`config.mk`:
```
export PLATFORM = sky130hd
export DESIGN_NAME = rr_mux_arbiter
export DESIGN_NICKNAME = d
export VERILOG_FILES = /design/src/rtl/rr_mux_pkg.sv /design/src/rtl/rr_arbiter.sv /design/src/rtl/rr_mux_arbiter.sv
export SDC_FILE = /design/constraint.sdc
export NUM_CORES = 1
export LEC_CHECK = 0
export BUFFER_PORTS_ARGS = -buffer_cell sky130_fd_sc_hd__buf_2
export CAP_MARGIN = 20
export CORE_MARGIN = 2
export CORE_UTILIZATION = 26
export DETAILED_ROUTE_END_ITERATION = 10
export SLEW_MARGIN = 20
export SYNTH_ARGS = -nofsm -noshare
export SYNTH_HDL_FRONTEND = slang
export SYNTH_SLANG_ARGS = --single-unit
```
`constraint.sdc`:
```
create_clock -name clk -period 7.5 [get_ports clk]
set_input_delay 0.75 -clock clk [delete_from_list [all_inputs] [get_ports clk]]
set_output_delay 0.75 -clock clk [all_outputs]
set_load 0.005 [all_outputs]
```
`src/rtl/rr_mux_pkg.sv`:
```
// Shared parameters and helpers for the round-robin arbitrating mux.
package rr_mux_pkg;

    localparam int unsigned N_DEF = 8;
    localparam int unsigned W_DEF = 16;

    // Lock state used only when RRMUX_LOCK_EN is defined.
    typedef enum logic {
        LK_IDLE   = 1'b0,
        LK_LOCKED = 1'b1
    } lock_state_e;

    // Channel index width; never narrower than one bit.
    function automatic int unsigned sel_width(input int unsigned n);
        return (n < 2) ? 1 : $clog2(n);
    endfunction

endpackage

```
`src/rtl/rr_arbiter.sv`:
```
// Round-robin arbiter with rotating priority pointer.
// Optional packet lock (IDLE/LOCKED) built only when RRMUX_LOCK_EN is defined.
module rr_arbiter
    import rr_mux_pkg::*;
#(
    parameter int unsigned N = N_DEF,
    localparam int unsigned SEL_W = sel_width(N)
) (
    input  logic             clk,
    input  logic             rst_n,
    input  logic [N-1:0]     req,
    input  logic             advance,
    input  logic             last,
    output logic [N-1:0]     grant_c,
    output logic [SEL_W-1:0] idx_c,
    output logic [SEL_W-1:0] ptr
);

    logic [SEL_W-1:0] ptr_q;
    logic             rr_hit_c;
    logic [SEL_W-1:0] rr_idx_c;
    logic             hit_c;
    logic             step_c;

    assign ptr = ptr_q;

    // First requesting channel at or above ptr, wrapping at N.
    always_comb begin
        int unsigned      c;
        logic [SEL_W-1:0] cidx;
        rr_hit_c = 1'b0;
        rr_idx_c = '0;
        c        = 0;
        cidx     = '0;
        for (int unsigned k = 0; k < N; k++) begin
            c    = (32'(ptr_q) + k) % N;
            cidx = SEL_W'(c);
            if (!rr_hit_c && req[cidx]) begin
                rr_hit_c = 1'b1;
                rr_idx_c = cidx;
            end
        end
    end

`ifdef RRMUX_LOCK_EN
    lock_state_e      state_q;
    lock_state_e      state_d;
    logic             locked_c;
    logic [SEL_W-1:0] lock_idx_q;

    // Lock state register.
    always_ff @(posedge clk or negedge rst_n) begin
        if (!rst_n) state_q <= LK_IDLE;
        else        state_d_apply: state_q <= state_d;
    end

    // Lock next state: enter on a non-last beat, leave on the last beat.
    always_comb begin
        state_d = state_q;
        case (state_q)
            LK_IDLE:   if (advance && !last) state_d = LK_LOCKED;
            LK_LOCKED: if (advance && last)  state_d = LK_IDLE;
            default:   state_d = LK_IDLE;
        endcase
    end

    // Lock outputs.
    always_comb begin
        locked_c = 1'b0;
        if (state_q == LK_LOCKED) locked_c = 1'b1;
    end

    // Remember the channel owning the packet; while locked idx_c already equals it.
    always_ff @(posedge clk or negedge rst_n) begin
        if (!rst_n)       lock_idx_q <= '0;
        else if (advance) lock_idx_q <= idx_c;
    end

    // Locked: only the owner may win; otherwise plain round robin.
    always_comb begin
        hit_c = rr_hit_c;
        idx_c = rr_idx_c;
        if (locked_c) begin
            hit_c = req[lock_idx_q];
            idx_c = lock_idx_q;
        end
    end

    assign step_c = advance && last;
`else
    logic unused_last;
    assign unused_last = last;

    // Re-arbitrate on every beat.
    always_comb begin
        hit_c = rr_hit_c;
        idx_c = rr_idx_c;
    end

    assign step_c = advance;
`endif

    // One-hot grant from the winning index.
    always_comb begin
        grant_c = '0;
        if (hit_c) grant_c[idx_c] = 1'b1;
    end

    // Priority pointer moves just past the winner, wrapping at N.
    always_ff @(posedge clk or negedge rst_n) begin
        if (!rst_n) begin
            ptr_q <= '0;
        end else if (step_c) begin
            ptr_q <= (idx_c == SEL_W'(N - 1)) ? '0 : SEL_W'(idx_c + 1'b1);
        end
    end

endmodule

```
`src/rtl/rr_mux_arbiter.sv`:
```
// N-channel W-bit round-robin arbitrating mux with a registered output stage.
// Define RRMUX_LOCK_EN to hold the grant on one channel until in_last.
module rr_mux_arbiter
    import rr_mux_pkg::*;
#(
    parameter int unsigned N = N_DEF,
    parameter int unsigned W = W_DEF,
    localparam int unsigned SEL_W = sel_width(N)
) (
    input  logic             clk,
    input  logic             rst_n,
    input  logic [N-1:0]     in_valid,
    input  logic [N*W-1:0]   in_data,
    input  logic [N-1:0]     in_last,
    output logic [N-1:0]     in_ready,
    output logic             out_valid,
    output logic [W-1:0]     out_data,
    output logic [SEL_W-1:0] out_sel,
    input  logic             out_ready
);

    logic             load_c;
    logic             accept_c;
    logic             last_c;
    logic [N-1:0]     grant_c;
    logic [SEL_W-1:0] idx_c;
    logic [SEL_W-1:0] ptr_unused;
    logic [W-1:0]     mux_data_c;

    rr_arbiter #(.N(N)) u_arb (
        .clk     (clk),
        .rst_n   (rst_n),
        .req     (in_valid),
        .advance (accept_c),
        .last    (last_c),
        .grant_c (grant_c),
        .idx_c   (idx_c),
        .ptr     (ptr_unused)
    );

    // Output register free this cycle, either empty or draining.
    assign load_c   = !out_valid || out_ready;
    assign in_ready = load_c ? grant_c : '0;
    assign accept_c = load_c && (|grant_c);
    assign last_c   = in_last[idx_c];

    // Select the granted channel's data.
    always_comb begin
        mux_data_c = '0;
        for (int unsigned i = 0; i < N; i++) begin
            if (idx_c == SEL_W'(i)) mux_data_c = in_data[i*W +: W];
        end
    end

    // Output stage: load on accept, drain when downstream takes the beat.
    always_ff @(posedge clk or negedge rst_n) begin
        if (!rst_n) begin
            out_valid <= 1'b0;
            out_data  <= '0;
            out_sel   <= '0;
        end else if (accept_c) begin
            out_valid <= 1'b1;
            out_data  <= mux_data_c;
            out_sel   <= idx_c;
        end else if (out_ready) begin
            out_valid <= 1'b0;
        end
    end

endmodule

```
Yosys cells after proc, flatten, opt, wreduce, memory -nomap -nowiden
Index checks and enable logic that the tools add are counted.
- bits in registers: 23
- input port bits: 147
- output and inout port bits: 28
- word-level logic and storage cells: 97
- add/sub/neg operators: 8
- order comparisons: 10
- equal/unequal tests: 7
- multiplexer cells: 47
- reductions and logical operators: 21
- operators with widths (kind ; number):
    16-bit two-way mux ; 8
    3-bit by 4-bit less-than comparator with 1-bit output (second input constant) ; 9
    3-bit two-way mux ; 9
    1-bit binary-select mux with 3-bit select ; 8
    1-bit two-way mux ; 19
    8-bit two-way mux ; 2
    3-bit adder (second input constant) ; 4
    3-bit equality test (second input constant) ; 4
    1-bit logical AND ; 9
    1-bit logical NOT ; 8
    8-bit OR reduction ; 1
    3-bit by 1-bit adder with 3-bit output (second input constant) ; 2
    3-bit by 2-bit adder with 3-bit output (second input constant) ; 2
    3-bit by 2-bit equality test with 1-bit output (second input constant) ; 2
    1-bit demux with 3-bit select ; 1
    3-bit by 1-bit equality test with 1-bit output (second input constant) ; 1
    3-bit by 1-bit greater-or-equal comparator with 1-bit output (second input constant) ; 1
    3-bit logical NOT ; 1
    2-bit nonzero test ; 1
    1-bit logical OR ; 1

Logic depth before layout (Yosys ltp)
Gate-level depths: netlist of the first run.
- depth after elaboration: 33
- depth in mapped cells: 21
- mapped depth without buffers: 16

Hierarchy
A second synthesis of the first run with hierarchy kept.
- cell total of the unflattened synthesis: 350
- area total of the unflattened synthesis: 3133.0 µm²
- modules (own cells, without submodules) (module ; instances ; cells each ; area each (µm²)):
    rr_mux_arbiter ; 1 ; 224 ; 1969.4
    rr_arbiter ; 1 ; 126 ; 1163.6

Least setup slack after synthesis of the first run
OpenSTA, ideal clock, no wires.
- path kind: register to register
- start point: reg u_arb.ptr_q[1] (netlist: u_arb.ptr[1])
- end point: reg out_data[15]
- setup time: 0.095 ns
- data arrival time: 4.473 ns
- data required time: 7.405 ns
- setup slack: 2.931 ns
- cell stages (with the launch flop): 19
- period minus slack after synthesis: 4.569 ns
- path through: dfrtp_1 > buf_6 > buf_2 > inv_1 > ha_1 > buf_6 > mux4_2 > mux2_2 > or3_1 > a31oi_2 > o21ai_2 > o211ai_4 > buf_6 > ha_1 > clkbuf_1 > nand4b_1 > clkbuf_1 > o221ai_1 > o31ai_1
- longest elaborated chain between the ends: 33
- elaborated cells on any way between the ends: 77
- ends and longest elaborated chain (element ; RTL line ; source):
    start: declaration ; rr_arbiter.sv:19 ; logic [SEL_W-1:0] ptr_q;
    start signal: assignment ; rr_arbiter.sv:114 ; ptr_q <= (idx_c == SEL_W'(N - 1)) ? '0 : SEL_W'(idx_c + 1'b1);
    branches (longest 33 deep; another with 3-bit by 1-bit adder with 3-bit output) ; - ;
    end signal: assignment ; rr_mux_arbiter.sv:63 ; out_data <= mux_data_c;
    end: declaration ; rr_mux_arbiter.sv:17 ; output logic [W-1:0] out_data,
Parallel ways; which one is timed is not known. The select of a mux whose other input is x is not followed.
A chain may end at the register's enable or synchronous reset.

Final worst setup path of the first run
- start point: reg u_arb.ptr_q[1] (netlist: u_arb.ptr[1])
- end point: reg out_data[4]
The elaborated chain is that of the path after synthesis.

==> results of run 1 <==
worst paths after layout:
kind / from / cells past startpoint / endpoint
max: u_arb.ptr[1] / 15 / out_data[4]
min: rst_n / 1 / out_data[7]
max reg2reg: u_arb.ptr[1] / 15 / out_data[4]
min reg2reg: out_sel[2] / 2 / out_sel[2]
max in group asynchronous: rst_n / 1 / out_valid
min in group clk: out_sel[2] / 2 / out_sel[2]
cells in the final DEF (no fill, tap or decap), types with 4 or more instances in the layout:
master | synthesis | final
o311ai_1 | 9 | 9
inv_1 | 7 | 7
o311ai_0 | 7 | 7
o22a_1 | 18 | 18
nand3_1 | 4 | 4
a21o_1 | 17 | 17
o211ai_1 | 5 | 5
o221ai_1 | 14 | 14
a22oi_1 | 15 | 15
nor3_1 | 5 | 4
a21oi_1 | 20 | 20
o21ai_0 | 26 | 25
nor2b_1 | 4 | 4
mux2_2 | 6 | 6
ha_1 | 5 | 5
dfrtp_1 | 23 | 23
o31ai_1 | 15 | 15
nor2_1 | 28 | 28
buf_2 | 8 | 166
mux2i_1 | 13 | 13
mux4_2 | 14 | 14
buf_4 | 5 | 9
nand2_1 | 13 | 13
nand2b_1 | 20 | 20
stage by stage:
step / hold WS, ns / instances / cell area, sq um / setup WS [ns]
final: 0.4705 / 681 / 4229 / 1.353
after global routing: 0.5071 / 681 / 4229 / 0.8526
after CTS: 0.4811 / 681 / 4229 / 1.353
after detailed placement: 0.4657 / 677 / 4149 / 1.398
after global placement: 0.4582 / 677 / 4149 / 1.550
after floorplan: 0.4544 / 374 / 3257 / 2.931
state kept, by name, indices dropped and copies added (netlist names):
register,cells
u_arb.ptr,3
out_sel,3
out_data,16
out_valid,1
final cells by class:
class / count / area share
sequential: 23 / 0.1361
multi-input combinational: 303 / 0.5751
timing repair buffer: 175 / 0.2124
tap: 168 / 0.04970
clock buffer: 3 / 0.01775
clock inverter: 1 / 0.001183
inverter: 8 / 0.007692
critical path: cells and delay by family (launching register included):
family          cells  cell delay, ns
fa+ha+maj           2            1.56
flops               1            0.32
compound gates      6            1.90
simple gates        1            0.19
buf+inv             3            0.68
mux                 3            1.38
kinds of logic after synthesis:
| kind of cell | after synthesis | share of synthesized area |
|---|---|---|
| fa+ha+maj | 5 | 0.01921 |
| mux | 37 | 0.1767 |
| simple gates | 86 | 0.1368 |
| compound gates | 173 | 0.4061 |
| flops | 23 | 0.1767 |
| xor+xnor | 2 | 0.005379 |
| buf+inv | 48 | 0.07914 |
routing by layer:
layer  wire length (um)  up-vias  share of wire  GRT usage
li1                   -     1772              -          -
met1               5438     1754           0.43     0.2442
met2               6143      128           0.49     0.2827
met3                630       22          0.050    0.01517
met4                303        0          0.024    0.05079
met5                  0        -              0          0
==> metrics.yaml, run 1 <==
post_cts_resize_count: 0
drc_errors: 0
cp_common_cell: "ha_1"
cpMaxStageDelayCell: "ha_1"
antennaDiodeCount: 0
synth.distinct_cells: 65
path_class: "reg -> reg"
syn-cell-area_sq_mm: 0.003257
synth_nets: 526
clk_path_buf_depth: 2
seq_area_sq_um: 575.6
final_nets: 666
synth_area_leaders: "dfrtp_1 18%, mux4_2 9.7%, o22a_1 4.8%"
max_freq_mhz: 162.7
async_flop_share: 1.000
area_delta_synth_final_pct: 29.85
worstPathCellList: "buf_4 -> inv_1 -> ha_1 -> mux4_2 -> mux2i_1 -> mux2_2 -> o2111a_1 -> o211ai_2 -> o211ai_4 -> inv_4 -> ha_1 -> nor2_1 -> o22ai_2 -> a21oi_1 -> o31ai_1"
gp_congestion: 0.9255
num_vias: 3676
cts_hold_buf: 0
rows: 40
wl_per_cell_um: 18.38
max-slew-margin-rel: 0.3251
crit_path_end_kind: "flip-flop"
yosysTopAreaCell: "dfrtp_1"
r2r_slack_ns: 1.35
die_h_um: 115.9
die_area_sq_mm: 0.01344
h-tree-depth: 1
num_io_pins: 175
fill_cells: 1310
hpwl_um: 9789
layout-drive-gt1-share: 0.4269
grt_pass1_wl_um: 18200
min_period_ns: 6.147
crit_path_start_kind: "flip-flop"
slew_viol_final: 0
cts_buffers: 3
antenna_found_initial: 0
via_per_inst: 5.398
cap_violations: 0
outcome: "finished clean"
yosys-top-cells-count: "28 x nor2_1, 26 x o21ai_0, 23 x dfrtp_1"
synth_edf_count: 0
io_buffers: 166
slowest_delay_ns: 0.85
initial_core_util: 0.2689
final_util: 0.3492
grt_pass1_vias: 3463
ys_seq_area_frac: 0.1767
clockRootBuffer: "clkbuf_16"
hold_path.class: "in -> async"
tritoncts: "built"
skew_ns: 0.003377
synth.most_common_cell: "nor2_1"
core-area_sq_mm: 0.01211
tightest_slew_ns: 1.012
ys_warn_count: 0
cts_num_sinks: 23
crit_arrival_ns: 6.30
final.setup.tns_ns: 0
grt_max_degree: 35
insertion_delay_ns: 0.26
synth_top_area_frac: 0.1767
ant_nets: 0
synthCells: 374
setup_viol: 0
synth_top_flop_cell: "dfrtp_1"
postCtsSetupBuffers: 0
path_clk_slew_ns: 0.06
hold_viol: 0
rsz0062_at_grt: "no"
multi_input_area_sq_mm: 0.002432
fin_crit_sh: 0.8196
wirelength_um: 12520
gr-usage-all-layers: 0.1732
drt-pass1-iter-count: 5
ys_seq_elements: 23
gr-total-overflow: 0
dieWidth_um: 115.9
worstPathRequired_ns: 7.66
synth_area_per_cell_sq_um: 8.708
drtIter0Drc: 272
critPathMaxFanout: 34
Power of run 1 is not shown: default switching activity piles up to over one toggle a cycle in this logic, so the estimate is an artifact.
==> run 2, diff against run 1 <==
--- a/config.mk
+++ b/config.mk
@@ -5,6 +5,7 @@
 export SDC_FILE = /design/constraint.sdc
 export NUM_CORES = 1
 export LEC_CHECK = 0
+export ABC_AREA = 1
 export BUFFER_PORTS_ARGS = -buffer_cell sky130_fd_sc_hd__buf_2
 export CAP_MARGIN = 20
 export CORE_MARGIN = 2
==> constraint.sdc (replaced) <==
create_clock -name clk -period 6.15 [get_ports clk]
set_input_delay 0.615 -clock clk [delete_from_list [all_inputs] [get_ports clk]]
set_output_delay 0.615 -clock clk [all_outputs]
set_load 0.005 [all_outputs]
==> run 2 against run 1 <==
  * Synthesized cell count increased by 70%
  * Final cell count increased by 40%
  * Worst hold slack got worse by 0.13 ns
  * Register-to-register slack improved by 0.04 ns
==> metrics.yaml, run 2 <==
hold_path.class: "in -> async"
critPathMaxFanout: 17  # -50%
grt_pass1_wl_um: 19640  # +7.9%
r2r_start: "u_arb.ptr[1]"
tightest_slew_ns: 0.8913  # -0.1210 ns
path_clk_slew_ns: 0.06  # about the same
clockRootBuffer: "clkbuf_16"
crit_path_end_kind: "output pin"
via_per_inst: 4.511  # -16%
io_buffers: 166  # unchanged
synth_area_per_cell_sq_um: 5.532  # -36%
synth_area_leaders: "nand2_1 27%, dfrtp_1 16%, inv_1 10%"
cts_buffers: 3  # unchanged
r2r_end: "out_data[5]"
ys_seq_area_frac: 0.1641  # -0.01261
r2r_slack_ns: 1.39  # +0.04 ns
fin_crit_sh: 0.7868
synthCells: 634  # +70%
num_vias: 4294  # +17%
synth_top_flop_cell: "dfrtp_1"
die_area_sq_mm: 0.01443  # +7.4%
final_nets: 927  # +39%
async_flop_share: 1.000  # unchanged
gr-usage-all-layers: 0.1701  # -0.003110
antenna_found_initial: 2  # +2
ant_nets: 0  # unchanged
hpwl_um: 9910  # +1.2%
core-area_sq_mm: 0.01319  # +8.9%
place_area_sq_mm: 0.004392  # +5.9%
clk_path_buf_depth: 2  # unchanged
final_common_cell: "nand2_1"
grt_pass1_vias: 3951  # +14%
rows: 42  # +5.0%
tritoncts: "built"
synth_nets: 786  # +49%
final_cell_mix: "251 x nand2_1, 166 x buf_2, 94 x inv_1"
crit_arrival_ns: 4.22  # -2.08 ns
hold_viol: 0  # unchanged
yosysTopAreaCell: "nand2_1"
die_h_um: 120.1  # +3.6%
h-tree-depth: 1  # unchanged
drt-pass1-iter-count: 4  # -1
largest_reg_flops: 16  # unchanged
drtIter0Drc: 272  # unchanged
skew_ns: 0.003431  # +0.00005418 ns
min_period_ns: 4.839
slew_viol_final: 0  # unchanged
grt_max_degree: 34  # -2.9%
final.setup.tns_ns: 0  # unchanged
synth_top_area_frac: 0.2686  # +0.09192
layout-drive-gt1-share: 0.2855  # -0.1414
design_area_sq_mm: 0.004476  # +5.8%
num_io_pins: 175  # unchanged
synth.most_common_cell: "nand2_1"
cts_hold_buf: 0  # unchanged
wirelength_um: 12650  # +1.0%
path_class: "reg -> out"
drc_errors: 0  # unchanged
synth_edf_count: 0  # unchanged
syn-cell-area_sq_mm: 0.003507  # +7.7%
cts_num_sinks: 23  # unchanged
area_delta_synth_final_pct: 27.61
cap_violations: 0  # unchanged
rsz0062_at_grt: "no"
dieWidth_um: 120.1  # +3.6%
max-slew-margin-rel: 0.4058  # +0.08068
worst-r2r-cell-count: 23  # +8
gr-total-overflow: 0  # unchanged
ys_seq_elements: 23  # unchanged
insertion_delay_ns: 0.25  # about the same
ys_warn_count: 0  # unchanged
worstPathRequired_ns: 5.53  # -2.13 ns
setup_viol: 0  # unchanged
max_freq_mhz: 206.7
top_register: "out_data"
crit_path_start_kind: "flip-flop"
outcome: "finished clean"
fill_cells: 1522  # +16%
gp_congestion: 0.8269  # -11%
multi_input_area_sq_mm: 0.002354  # -3.2%
seq_area_sq_um: 575.6  # unchanged
synth.distinct_cells: 36  # -45%
wl_per_cell_um: 13.28  # -28%
post_cts_resize_count: 0  # unchanged
postCtsSetupBuffers: 0  # unchanged
initial_core_util: 0.2659  # -0.003016
yosys-top-cells-count: "251 x nand2_1, 94 x inv_1, 59 x nand3_1"
run 2: cell count changes after synthesis, moves of 15 or more:
cell      delta
o22a_1      -18
nand2_1    +238
o21ai_1     +20
a22oi_1     -15
nand2b_1    -20
inv_1       +87
o31ai_1     -15
nand4_1     +20
a21o_1      -17
nand3_1     +55
run 2: per-stage QoR:
| step | cells | setup slack [ns] | util | hold WS [ns] |
|---|---|---|---|---|
| floorplan | 634 | 2.515 | - | 0.3194 |
| global placement | 946 | 1.387 | 0.3330 | 0.4586 |
| detailed placement | 946 | 1.409 | 0.3330 | 0.4601 |
| CTS | 950 | 1.361 | 0.3389 | 0.3646 |
| global route | 950 | 0.9250 | 0.3389 | 0.3780 |
| finish | 952 | 1.311 | 0.3393 | 0.3379 |
run 2: layer usage:
| layer | global-route usage | vias up | wire [um] | part of all wire |
|---|---|---|---|---|
| met1 | 0.2186 | 1858 | 5543 | 0.44 |
| li1 | - | 2255 | - | - |
| met2 | 0.2990 | 167 | 5998 | 0.47 |
| met3 | 0.03279 | 14 | 919 | 0.073 |
| met5 | 0 | - | 0 | 0 |
| met4 | 0.02647 | 0 | 185 | 0.015 |
run 2: critical path: stages, from the launching register on:
cell	delay (ns)
dfrtp_1	0.68
inv_2	0.17
ha_1	0.48
inv_1	0.23
nand3_1	0.16
nand2_1	0.11
nand2_1	0.09
nand2_2	0.08
inv_1	0.09
nor2_1	0.06
nand3_1	0.06
nand3_1	0.08
nor2_1	0.13
nand3_2	0.17
nor2_4	0.42
inv_2	0.13
nor2_8	0.26
inv_2	0.19
nor2_1	0.21
buf_2	0.15
run 2: cell type report:
cell class,count,share of cell area
diodes,2,0.001118
clock buffers,4,0.01761
inverters,105,0.08862
multi-input cells,474,0.5259
flip-flops and latches,23,0.1286
well taps,176,0.04920
repair buffers,168,0.1890
run 2: worst max path at each step:
| stage | from | end | slack (ns) | cells past startpoint |
|---|---|---|---|---|
| finish | u_arb.ptr[1] | in_ready[4] | 1.31 | 19 |
| global route | u_arb.ptr[1] | out_data[5] | 0.92 | 23 |
| CTS | u_arb.ptr[1] | in_ready[4] | 1.36 | 18 |
| detailed placement | u_arb.ptr[1] | out_data[11] | 1.41 | 22 |
| global placement | u_arb.ptr[1] | out_data[11] | 1.39 | 22 |
| floorplan | u_arb.ptr[0] | out_data[2] | 2.51 | 30 |
run 2: cell families (layout without fill, tap and decap cells):
group	after synthesis	in the layout	synth area share
other	0	2	0
and+or+nand+nor	391	391	0.5209
buffers and inverters	137	277	0.1648
DFF	23	23	0.1641
AOI/OAI and AO/OA	74	74	0.1127
xor gates and xnor gates	4	4	0.01963
adders and majority gates	5	5	0.01784
Power of run 2 is left out for the same reason.
==> run 3, diff against run 2 <==
==> constraint.sdc (replaced) <==
create_clock -name clk -period 5 [get_ports clk]
set_input_delay 0.5 -clock clk [delete_from_list [all_inputs] [get_ports clk]]
set_output_delay 0.5 -clock clk [all_outputs]
set_load 0.005 [all_outputs]
==> run 3 against run 2 <==
  * Utilization rose by 0.21 points
  * Cell area grew 0.62%
  * Clock-buffer cell count is the same
  * Final cell count up 0.21%
  * Highest routed layer is now met5
  * Flip-flop and latch count stayed put
  * First-iteration DRC count is 24% lower
  * Worst hold slack lost 0.11 ns
  * Clock skew grew 0.0030 ns
  * Sequential share of layout area shrank 0.079 points
  * Critical endpoint unchanged
==> metrics.yaml, run 3 (synthesis results as in run 2) <==
outcome: "finished clean"
crit_path_end_kind: "output pin"
drc_errors: 0  # unchanged
critPathMaxFanout: 23  # +6
core-area_sq_mm: 0.01319  # unchanged
io_buffers: 166  # unchanged
cp-startpoint: "u_arb.ptr[0]"
fill_cells: 1519  # -0.20%
grt.busiest_layer: "met2"
dieWidth_um: 120.1  # unchanged
rows: 42  # unchanged
num_io_pins: 175  # unchanged
tightest_slew_ns: 0.6170  # -0.2743 ns
r2r_slack_ns: 0.63  # -0.76 ns
min_period_ns: 4.596
cp_common_cell: "nand2_2"
tritoncts: "built"
wl_per_cell_um: 13.16  # -0.90%
worstPathRequired_ns: 4.50  # -1.03 ns
die_area_sq_mm: 0.01443  # unchanged
max_freq_mhz: 217.6
area_delta_synth_final_pct: 28.40
layout-drive-gt1-share: 0.2905  # +0.004959
top_register: "out_data"
drtIter0Drc: 208  # -24%
insertion_delay_ns: 0.26  # about the same
worst-r2r-cell-count: 26  # +13%
gr-total-overflow: 0  # unchanged
die_h_um: 120.1  # unchanged
crit_path_start_kind: "flip-flop"
r2r_start: "u_arb.ptr[0]"
path_class: "reg -> out"
grt_use_met1: 0.2194  # +0.0008353
worstPathCellList: "inv_4 -> ha_1 -> inv_1 -> nand3_2 -> nand3_1 -> nand2_2 -> nor2_4 -> nand4_4 -> nor2_8 -> nand2_2 -> nand2_2 -> nand2_4 -> nand2_8 -> inv_2 -> nor2_8 -> inv_2 -> nor2_1 -> buf_2"
num_vias: 4275  # -0.44%
grt_pass1_vias: 4008  # +1.4%
cap_violations: 0  # unchanged
grt_use_met2: 0.3072  # +0.008168
max-slew-margin-rel: 0.5882  # +0.1824
slowest_delay_ns: 0.57  # -0.11 ns
final_common_cell: "nand2_1"
final.setup.tns_ns: 0  # unchanged
clockRootBuffer: "clkbuf_16"
crit_path_end: "in_ready[4]"
cts_hold_buf: 0  # unchanged
crit_arrival_ns: 4.10  # -0.12 ns
slew_viol_final: 0  # unchanged
final_cell_mix: "251 x nand2_1, 166 x buf_2, 94 x inv_1"
largest_reg_flops: 16  # unchanged
setup_viol: 0  # unchanged
final_nets: 931  # +0.43%
r2r_end: "out_data[13]"
rsz0062_at_grt: "no"
via_per_inst: 4.481  # -0.65%
hold_viol: 0  # unchanged
cts_buffers: 3  # unchanged
fin_crit_sh: 0.9192
cpMaxStageDelayCell: "dfrtp_1"
wirelength_um: 12560  # -0.69%
cts_num_sinks: 23  # unchanged
antenna_found_initial: 2  # unchanged
initial_core_util: 0.2659  # unchanged
hpwl_um: 9971  # +0.61%
skew_ns: 0.006476  # +0.003045 ns
ant_nets: 0  # unchanged
grt_pass1_wl_um: 19970  # +1.7%
gp_congestion: 0.8250  # -0.23%
hold_path.class: "in -> async"
use_met3: 0.03565  # +0.002852
grt_max_degree: 33  # -2.9%
gr-usage-all-layers: 0.1736  # +0.003571
path_clk_slew_ns: 0.06  # about the same
drt-pass1-iter-count: 5  # +1
antennaDiodeCount: 0  # -2
clk_path_buf_depth: 2  # unchanged
h-tree-depth: 1  # unchanged
## run 3: changes by cell type in the layout (fill, tap and decap cells not counted)
cell,before,now
ha_2,0,1
buf_4,2,6
diode_2,2,0
ha_1,5,4
## run 3: worst min-delay path by stage
stage	end	slack [ns]	cells past startpoint
after floorplan	out_data[0]	0.20	0
after global placement	out_data[1]	0.46	2
after detailed placement	out_data[1]	0.46	2
after CTS	out_data[0]	0.24	1
after global routing	out_data[13]	0.27	1
final	out_data[3]	0.23	1
## run 3: worst max-delay path: cells and delay by family (launching register included)
| family | cells | cell delay [ns] |
|---|---|---|
| AND/OR/NAND/NOR | 12 | 1.88 |
| flip-flops | 1 | 0.57 |
| buffers and inverters | 5 | 0.92 |
| adder cells (fa/ha/maj) | 1 | 0.44 |
## run 3: layout make-up
class,instances,area (sq um),share of cell area
multi-input cells,474,2356,0.5232
repair buffers,172,875.8,0.1945
flip-flops and latches,23,575.6,0.1278
inverters,105,396.6,0.08808
well taps,176,220.2,0.04890
clock buffers,4,78.83,0.01750
## run 3: per-stage QoR
step	worst slack (ns)	cell area, sq um	cells	util	hold WS [ns]
detailed placement	0.3966	4422	950	0.3352	0.4603
global route	0.1532	4503	954	0.3414	0.2653
finish	0.4042	4503	954	0.3414	0.2267
global placement	0.3755	4422	950	0.3352	0.4584
CTS	0.3781	4501	954	0.3412	0.2412
floorplan	1.365	3507	634	-	0.2044
## run 3: what timing repair did
| item | CTS | global route |
|---|---|---|
| gates resized for setup | 0 | 1 |
| endpoints found under the hold margin | 0 | 0 |
| setup buffers | 0 | 0 |
| setup endpoints to repair | 0 | 16 |
## run 3: routing by layer
metal  vias up  share of wire  routed length, um
met5         -        0.00080                 10
met4         2          0.011                141
met3        12          0.082               1029
met2       163           0.47               5965
met1      1831           0.43               5413
li1       2267              -                  -
Power of run 3 is left out for the same reason.
